**src/rtl/stack_alu_seq.sv**
```systemverilog
// ============================================================================
// Module      : stack_alu_seq
// Description : Pops one or two operands from an external stack, runs them
//               through a shared external ALU and pushes the result back.
// Revision    : 1.0 - initial release
// ============================================================================
`default_nettype none

module stack_alu_seq #(
    parameter int W = 8
) (
    input  logic         clk,
    input  logic         rst,
    input  logic         cmd_valid,
    input  logic [1:0]   cmd_op,
    output logic         cmd_ready,
    input  logic [W-1:0] stk_top,
    input  logic         stk_empty,
    output logic         stk_pop,
    output logic         stk_push,
    output logic [W-1:0] stk_wdata,
    output logic [W-1:0] alu_in1,
    output logic [W-1:0] alu_in2,
    output logic [1:0]   alu_op,
    input  logic [W-1:0] alu_result,
    output logic         done,
    output logic         err,
    output logic [7:0]   op_count
);

    typedef enum logic [2:0] {
        IDLE = 3'd0,
        POPB = 3'd1,
        POPA = 3'd2,
        EXEC = 3'd3,
        PUSH = 3'd4,
        ERR  = 3'd5
    } state_t;

    localparam logic [1:0] C_OP_NOT = 2'b11;

    state_t         r_state;
    state_t         w_next;
    logic           r_ready;
    logic [W-1:0]   r_in1;
    logic [W-1:0]   r_in2;
    logic [W-1:0]   r_res;
    logic [1:0]     r_op;
    logic [7:0]     r_count;
    logic           w_accept;

    assign w_accept = cmd_valid & r_ready;

    always_comb begin
        w_next   = r_state;
        stk_pop  = 1'b0;
        stk_push = 1'b0;
        done     = 1'b0;
        err      = 1'b0;
        case (r_state)
            IDLE: if (w_accept) w_next = POPB;
            POPB: begin
                if (stk_empty) begin
                    w_next = ERR;
                end else begin
                    stk_pop = 1'b1;
                    w_next  = (r_op == C_OP_NOT) ? EXEC : POPA;
                end
            end
            POPA: begin
                if (stk_empty) begin
                    w_next = ERR;
                end else begin
                    stk_pop = 1'b1;
                    w_next  = EXEC;
                end
            end
            EXEC: w_next = PUSH;
            PUSH: begin
                stk_push = 1'b1;
                done     = 1'b1;
                w_next   = IDLE;
            end
            ERR: begin
                err    = 1'b1;
                w_next = IDLE;
            end
            default: w_next = IDLE;
        endcase
    end

    // The first pop is the top (right operand); the second is second-from-top.
    always_ff @(posedge clk or posedge rst) begin
        if (rst) begin
            r_state <= IDLE;
            r_ready <= 1'b0;
            r_in1   <= '0;
            r_in2   <= '0;
            r_res   <= '0;
            r_op    <= 2'b00;
            r_count <= 8'd0;
        end else begin
            r_state <= w_next;
            r_ready <= (w_next == IDLE);
            case (r_state)
                IDLE: if (w_accept) r_op <= cmd_op;
                POPB: begin
                    if (!stk_empty) begin
                        if (r_op == C_OP_NOT) begin
                            r_in1 <= stk_top;
                            r_in2 <= '0;
                        end else begin
                            r_in2 <= stk_top;
                        end
                    end
                end
                POPA: if (!stk_empty) r_in1 <= stk_top;
                EXEC: r_res <= alu_result;
                PUSH: r_count <= r_count + 8'd1;
                default: ;
            endcase
        end
    end

    assign cmd_ready = r_ready;
    assign alu_in1   = r_in1;
    assign alu_in2   = r_in2;
    assign alu_op    = r_op;
    assign stk_wdata = r_res;
    assign op_count  = r_count;

endmodule

`default_nettype wire

```
**config.mk**
```make
export PLATFORM = sky130hd
export DESIGN_NAME = stack_alu_seq
export DESIGN_NICKNAME = d
export VERILOG_FILES = /design/src/rtl/stack_alu_seq.sv
export SDC_FILE = /design/constraint.sdc
export NUM_CORES = 1
export LEC_CHECK = 0
export BUFFER_PORTS_ARGS = -buffer_cell sky130_fd_sc_hd__buf_2
export CAP_MARGIN = 20
export CORE_ASPECT_RATIO = 0.7
export CORE_MARGIN = 2
export CORE_UTILIZATION = 52
export CTS_CLUSTER_SIZE = 16
export DETAILED_ROUTE_END_ITERATION = 12
export PLACE_DENSITY = 0.84
export SYNTH_ARGS = -nofsm -noshare
export SYNTH_HDL_FRONTEND = slang
export SYNTH_SLANG_ARGS = --single-unit
```
**constraint.sdc**
```tcl
create_clock -name clk -period 4.6 [get_ports clk]
set_input_delay 1.38 -clock clk [delete_from_list [all_inputs] [get_ports clk]]
set_output_delay 1.38 -clock clk [all_outputs]
set_load 0.02 [all_outputs]
```
# ---- Word-level counts from Yosys, hierarchy flattened
# Index checks and enable logic that the tools add are counted.
dict set report word_totals {
  register_bits 38
  inputBits 22
  out_inout_bits 39
  word_cells 40
}
dict set report op_classes {
  addsub 1
  eq_ne 9
  muxes 14
  n_bitwise 2
  n_reduce_logical 7
}
# cell n
set op_table {}
lappend op_table {{8-bit two-way mux} 4}
lappend op_table {{8-bit case mux with 2 select lines} 1}
lappend op_table {{3-bit case mux with 4 select lines} 1}
lappend op_table {{3-bit two-way mux} 3}
lappend op_table {{8-bit by 1-bit adder with 8-bit output (second input constant)} 1}
lappend op_table {{3-bit by 2-bit == test with 1-bit output (second input constant)} 2}
lappend op_table {{3-bit == test (second input constant)} 2}
lappend op_table {{3-bit logical NOT} 2}
lappend op_table {{2-bit != test (second input constant)} 3}
lappend op_table {{1-bit two-way mux} 5}
lappend op_table {{2-bit AND reduction} 2}
lappend op_table {{4-bit AND reduction} 1}
lappend op_table {{3-bit by 1-bit == test with 1-bit output (second input constant)} 1}
lappend op_table {{2-bit == test (second input constant)} 1}
lappend op_table {{2-bit nonzero test} 1}
lappend op_table {{2-bit OR reduction} 1}
lappend op_table {{1-bit bitwise AND} 1}
lappend op_table {{1-bit NOT} 1}

# ---- Longest topological paths before layout
# Gate-level depths: netlist (run 1).
dict set report depth {
  depth_word 5
  ltp_mapped 5
  depth_no_buf 4
}

# ---- Least setup slack after synthesis (run 1)
# No wires, ideal clock.
dict set report synth_timing {
  path_type {input-to-output}
  start {in stk_empty}
  end {out stk_pop}
  t_arrival_ps 2029
  required_ps 3220
  path_slack_ps 1191
  stages 2
  path_buffers 1
  cell_sequence {buf_2 -> nor3_1}
}
dict set report synth_between {
  elab_chain_cells 2
}
# element line_no
set synth_lines {}
lappend synth_lines {{start, declared} 18} ;# input logic stk_empty,
lappend synth_lines {{1-bit two-way mux} {63, 71}}
lappend synth_lines {{1-bit two-way mux} -}
lappend synth_lines {{end, declared} 19} ;# output logic stk_pop,
# Every way passes these cells.

# ---- Worst setup path in the final report (run 1)
# Ends and elaborated chain as after synthesis.

==> flow_summary.ini, run 1 <==
[sta]
tightestPinTransition_ns = 0.617
whs_ns = 0.471
fin_crit_ns = 3.26
relSlewSlack = 0.587
clock.fmax_mhz = 307
layout_setup_ws_ns = 1.34
drv_slew = 0
skew_ns = 0.00252
rsz0062_at_grt = no
fin_crit_sh = 0.708
hold_violations = 0
setup_violations = 0
fin_setup_tns_ns = 0

[global_route]
grt_max_degree = 29
grt_overflow = 0
grt_pass1_wl_mm = 5.44
grt.total_usage = 0.202
grt_pass1_vias = 1172
antenna_found_initial = 0

[routing]
ant_nets = 0
routed_wl_mm = 3.34
route.detailed.drc = 0
drtPass1Iterations = 4
routedWlPerCell_um = 14.7
via_per_inst = 5.22
drtIter0Drc = 40
route.vias.total = 1185

[yosys]
ys_ff_latch = 38
synthesis.instances = 130
synth.avg_cell_area_sq_um = 12.4
ys_seq_area_frac = 0.589
synthesis.nets = 153
synth.distinct_cells = 27
yosysWarningCount = 0
syn_area_sq_mm = 0.00161

[setup_path]
crit_arrival_ns = 1.88
cp.required_ns = 3.22
crit_chain = buf_2 > nor3_1 > buf_2
r2r_start = r_state[1]
critPathKind = primary input to primary output
r2r_slack_ns = 2.73
r2r_cells = 3
cpMostUsedCell = buf_2
cp-start-kind = primary input
rr_endpoint = alu_in1[4]
critPathCaptureType = primary output
cp_slowest_cell = buf_2
worstPathMaxFanout = 8
slowest_delay_ns = 0.19

[cells_and_area]
nets = 215
synthToLayoutAreaGrowth_pct = 24.5
drive_above_1_share = 0.466
diodes = 0
stdcell_count = 227

[floorplanning]
start_util = 0.560
placeableCoreArea_sq_mm = 0.00288
rows = 16
die-height_um = 50.6
die-area_sq_mm = 0.00357
die_w_um = 70.6
ioPinCount = 61

[power_and_ir_drop]
p_leak_nw = 1.04
ir_drop_uv = 413
powerDensity_mw_per_mm2 = 745

[status]
outcome = finished, final reports clean

[min_path]
whs_path_depth = 2
hold_class = register to register
min-delay-start = alu_in2[3]
holdPathEnd = alu_in2[3]

[clock_network]
cts_made_buffers = 5
cts_resized = 0
cts_tree = yes
h-tree-depth = 2
clk_pin_slew_worst_paths_ns = 0.07
cts_root_buf = clkbuf_8
cts.path.max_buffers = 2
clock-sinks = 38
cts_setup_buffers = 0
holdBufCountCts = 0
insertion_delay_ns = 0.28

[placement]
place_inst = 221
gp_congestion = 0.843
dp_slack_ns = 1.34
port_buffers = 60
post-dp-hpwl_mm = 2.61

[run]
maxCapViolCount = 0
## report_power, final
part	total [W]	switching, W	internal (W)
registers	0.000616	0.000132	0.000484
clock network	0.000218	0.000103	0.000115
logic	0.000663	0.000391	0.000272
## worst max-delay path: cells and delay by family
family	cells	cell delay, ns
simple gates	1	0.16
buf+inv	2	0.34
## cell type report
class                           count  area (sq um)
Timing Repair Buffer               61           308
Fill cell                         221           873
Sequential cell                    38           951
Clock buffer                        6          82.6
Multi-Input combinational cell     84           616
Tap cell                           36          45.0
Inverter                            2          7.51
## cells in the mapped netlist
cell | number | area, sq um
nor4b_1 | 1 | 8.76
or4b_1 | 1 | 10.0
nor3b_2 | 1 | 12.5
o21ai_0 | 1 | 5.00
inv_1 | 2 | 7.51
ha_1 | 1 | 12.5
o22a_1 | 1 | 8.76
buf_4 | 2 | 15.0
nand3_1 | 9 | 45.0
nor2_1 | 3 | 11.3
clkbuf_1 | 1 | 3.75
and3_1 | 3 | 18.8
mux2_4 | 2 | 30.0
xnor2_1 | 7 | 61.3
dfrtp_1 | 38 | 951
buf_6 | 1 | 11.3
nand2b_1 | 1 | 6.26
a21oi_1 | 3 | 15.0
nor4b_4 | 1 | 23.8
a31oi_4 | 1 | 21.3
buf_2 | 2 | 10.0
nand4_1 | 3 | 18.8
xor2_1 | 1 | 8.76
nor3_1 | 2 | 10.0
nand2_1 | 24 | 90.1
mux2_2 | 17 | 191
nor4_1 | 1 | 6.26
## per-stage QoR
stage,area (sq um),utilization,power [W]
4_1_cts,2010,0.697,0.00151
5_1_grt,2010,0.697,0.00159
3_5_place_dp,1930,0.668,0.00129
6_report,2010,0.697,0.00150
3_3_place_gp,1930,0.668,0.00125
2_1_floorplan,1610,-,0.00108
## placed cells by master, fill, tap and decap left out, drive strengths merged, types with 2 or more instances in the layout
master | synthesis | layout
nor2 | 3 | 3
inv | 2 | 2
nor4b | 2 | 2
a21oi | 3 | 3
xnor2 | 7 | 7
nand3 | 9 | 9
nand2 | 24 | 24
nand4 | 3 | 3
clkbuf | 1 | 6
nor3 | 2 | 2
mux2 | 19 | 19
and3 | 3 | 3
dfrtp | 38 | 38
buf | 5 | 61
## registers in the layout, summed over array words and instances, names as in the netlist
| name | cells |
|---|---|
| alu_op | 2 |
| alu_in1 | 8 |
| stk_wdata | 8 |
| cmd_ready | 1 |
| r_state | 3 |
| op_count | 8 |
| alu_in2 | 8 |
## layer usage
layer	wire, um	share of wire	up-vias	track usage
met5	0	0	-	0
li1	-	-	564	-
met2	1730	0.52	36	0.347
met4	0	0	0	0.0283
met3	211	0.063	0	0.0763
met1	1410	0.42	585	0.253
## how the worst max path moves through the flow
stage,start,to,depth (start not counted)
global placement,stk_empty,stk_pop,3
finish,stk_empty,stk_pop,3
global route,stk_empty,stk_pop,3
floorplan,stk_empty,stk_pop,2
detailed placement,stk_empty,stk_pop,3
CTS,stk_empty,stk_pop,3
## kinds of logic (layout without fill, tap and decap cells)
group | after synthesis | count (layout) | synth area share
buffers and inverters | 8 | 69 | 0.0295
AOI/OAI and AO/OA | 6 | 6 | 0.0310
muxes | 19 | 19 | 0.137
DFF | 38 | 38 | 0.589
xor gates and xnor gates | 8 | 8 | 0.0434
and+or+nand+nor | 50 | 50 | 0.162
adders and majority gates | 1 | 1 | 0.00775
(Power assumes the default switching activity.)
==> run 2, diff against run 1 <==
--- a/config.mk
+++ b/config.mk
@@ -9,10 +9,10 @@
 export CAP_MARGIN = 20
 export CORE_ASPECT_RATIO = 0.7
 export CORE_MARGIN = 2
-export CORE_UTILIZATION = 52
+export CORE_UTILIZATION = 43
 export CTS_CLUSTER_SIZE = 16
 export DETAILED_ROUTE_END_ITERATION = 12
-export PLACE_DENSITY = 0.84
+export PLACE_DENSITY = 0.74
 export SYNTH_ARGS = -nofsm -noshare
 export SYNTH_HDL_FRONTEND = slang
 export SYNTH_SLANG_ARGS = --single-unit
==> constraint.sdc (replaced) <==
create_clock -name clk -period 2.75 [get_ports clk]
set_input_delay 0.825 -clock clk [delete_from_list [all_inputs] [get_ports clk]]
set_output_delay 0.825 -clock clk [all_outputs]
set_load 0.02 [all_outputs]
==> run 2 against run 1 <==
Effect of this change:
- sequential power up 67%
- flip-flop and latch count unchanged
- routed wire length down 2.6%
- power up 66%
- clock power up 61%
- sequential share of layout area down 0.61 points
- count of clock-buffer cells in the layout up 1
- die area up 19%
- highest routed layer is now met4
- hold slack worse by 0.0044 ns
- register-to-register slack worse by 1.7 ns
==> flow_summary.ini, run 2 (same netlist as run 1, synthesis figures left out) <==
[status]
outcome = finished, final reports clean

[floorplanning]
die-height_um = 55.3
start_util = 0.454
rows = 18
ioPinCount = 61
placeableCoreArea_sq_mm = 0.00356
die_w_um = 77.2
die-area_sq_mm = 0.00427

[cells_and_area]
fillers = 329
multiInputGateArea_sq_um = 616
synthToLayoutAreaGrowth_pct = 26.1
stdcell_count = 244
design_area_sq_mm = 0.00204
drive_above_1_share = 0.464
layout_commonest_cell = buf_2
diodes = 0
nets = 217
seq_area_sq_um = 951
layout_common_cells = buf_2, dfrtp_1, nand2_1

[min_path]
hold_class = register to register
whs_path_depth = 1

[setup_path]
crit_arrival_ns = 1.43
worstPathMaxFanout = 10
cp_slowest_cell = dfrtp_1
critPathCaptureType = primary output
critPathKind = register to primary output
crit_chain = nor3b_2 > buf_4 > buf_2
cp-start-kind = register
r2r_cells = 4
slowest_delay_ns = 0.55
cp.required_ns = 1.93

[global_route]
grt.total_usage = 0.169
antenna_found_initial = 0
grt_max_degree = 39
grt_overflow = 0
grt_pass1_wl_mm = 5.65
grt_pass1_vias = 1280

[clock_network]
cts_made_buffers = 5
h-tree-depth = 2
cts_tree = yes
cts_setup_buffers = 0
clock-sinks = 38
clk_pin_slew_worst_paths_ns = 0.06
cts_root_buf = clkbuf_8
cts_resized = 0
holdBufCountCts = 0
insertion_delay_ns = 0.29
cts.path.max_buffers = 2

[placement]
port_buffers = 60
post-dp-hpwl_mm = 2.48
place_inst = 237
gp_congestion = 0.742
placed_cell_area_sq_mm = 0.00196

[power_and_ir_drop]
p_leak_nw = 1.04
powerDensity_mw_per_mm2 = 1220
ir_drop_uv = 712
power.total_w = 0.00249

[sta]
fin_crit_sh = 0.822
setup_violations = 0
relSlewSlack = 0.648
tightestPinTransition_ns = 0.521
fin_setup_tns_ns = 0
rsz0062_at_grt = no
clock.fmax_mhz = 443
hold_violations = 0
drv_slew = 0
whs_ns = 0.466
skew_ns = 0.00573
fin_crit_ns = 2.26

[routing]
routedWlPerCell_um = 13.3
route.detailed.drc = 0
drtIter0Drc = 51
via_per_inst = 4.91
ant_nets = 0
drtPass1Iterations = 4
routed_wl_mm = 3.26
route.vias.total = 1197

[run]
maxCapViolCount = 0
run 2: cell types whose count changed in the layout (fill, tap and decap cells not counted), sizes merged:
cell    previous run  this run
buf               61        63
clkbuf             6         7
run 2: power breakdown:
| group | internal, W | total, W | leakage [nW] | switching [W] |
|---|---|---|---|---|
| sequential | 0.000809 | 0.00103 | 0.470 | 0.000222 |
| clock | 0.000174 | 0.000350 | 0.0383 | 0.000176 |
| combinational | 0.000467 | 0.00111 | 0.535 | 0.000644 |
| total | 0.00145 | 0.00249 | 1.04 | 0.00104 |
run 2: metrics by stage:
| step | setup slack (ns) | util |
|---|---|---|
| 5_1_grt | 0.411 | 0.572 |
| 6_report | 0.491 | 0.572 |
| 3_5_place_dp | 0.569 | 0.551 |
| 2_1_floorplan | 0.451 | - |
| 4_1_cts | 0.498 | 0.572 |
| 3_3_place_gp | 0.601 | 0.551 |
run 2: final cells by class:
class / count / share of cell area
flip-flops and latches: 38 / 0.467
clock buffers: 7 / 0.0375
repair buffers: 63 / 0.159
multi-input cells: 84 / 0.302
inverters: 2 / 0.00369
well taps: 50 / 0.0307
run 2: critical path: cells and delay by family (launching register included):
family / cells / cell delay, ns
buffers and inverters: 2 / 0.36
flip-flops: 1 / 0.55
AND/OR/NAND/NOR: 1 / 0.23
run 2: worst paths after layout:
path | end | slack (ns) | from
min in group asynchronous | stk_wdata[1] | 0.62 | rst
worst min register to register | op_count[7] | 0.47 | op_count[7]
worst max-delay path | done | 0.49 | r_state[2]
worst max register to register | alu_in1[6] | 0.99 | r_state[0]
max in group asynchronous | cmd_ready | 1.79 | rst
worst min-delay path | op_count[7] | 0.47 | op_count[7]
run 2: layer usage:
metal	wire length [um]	vias to the layer above	global-route usage
met2	1680	37	0.287
met3	251	5	0.0768
met1	1290	578	0.192
li1	-	577	-
met4	34	0	0.0485
met5	0	-	0
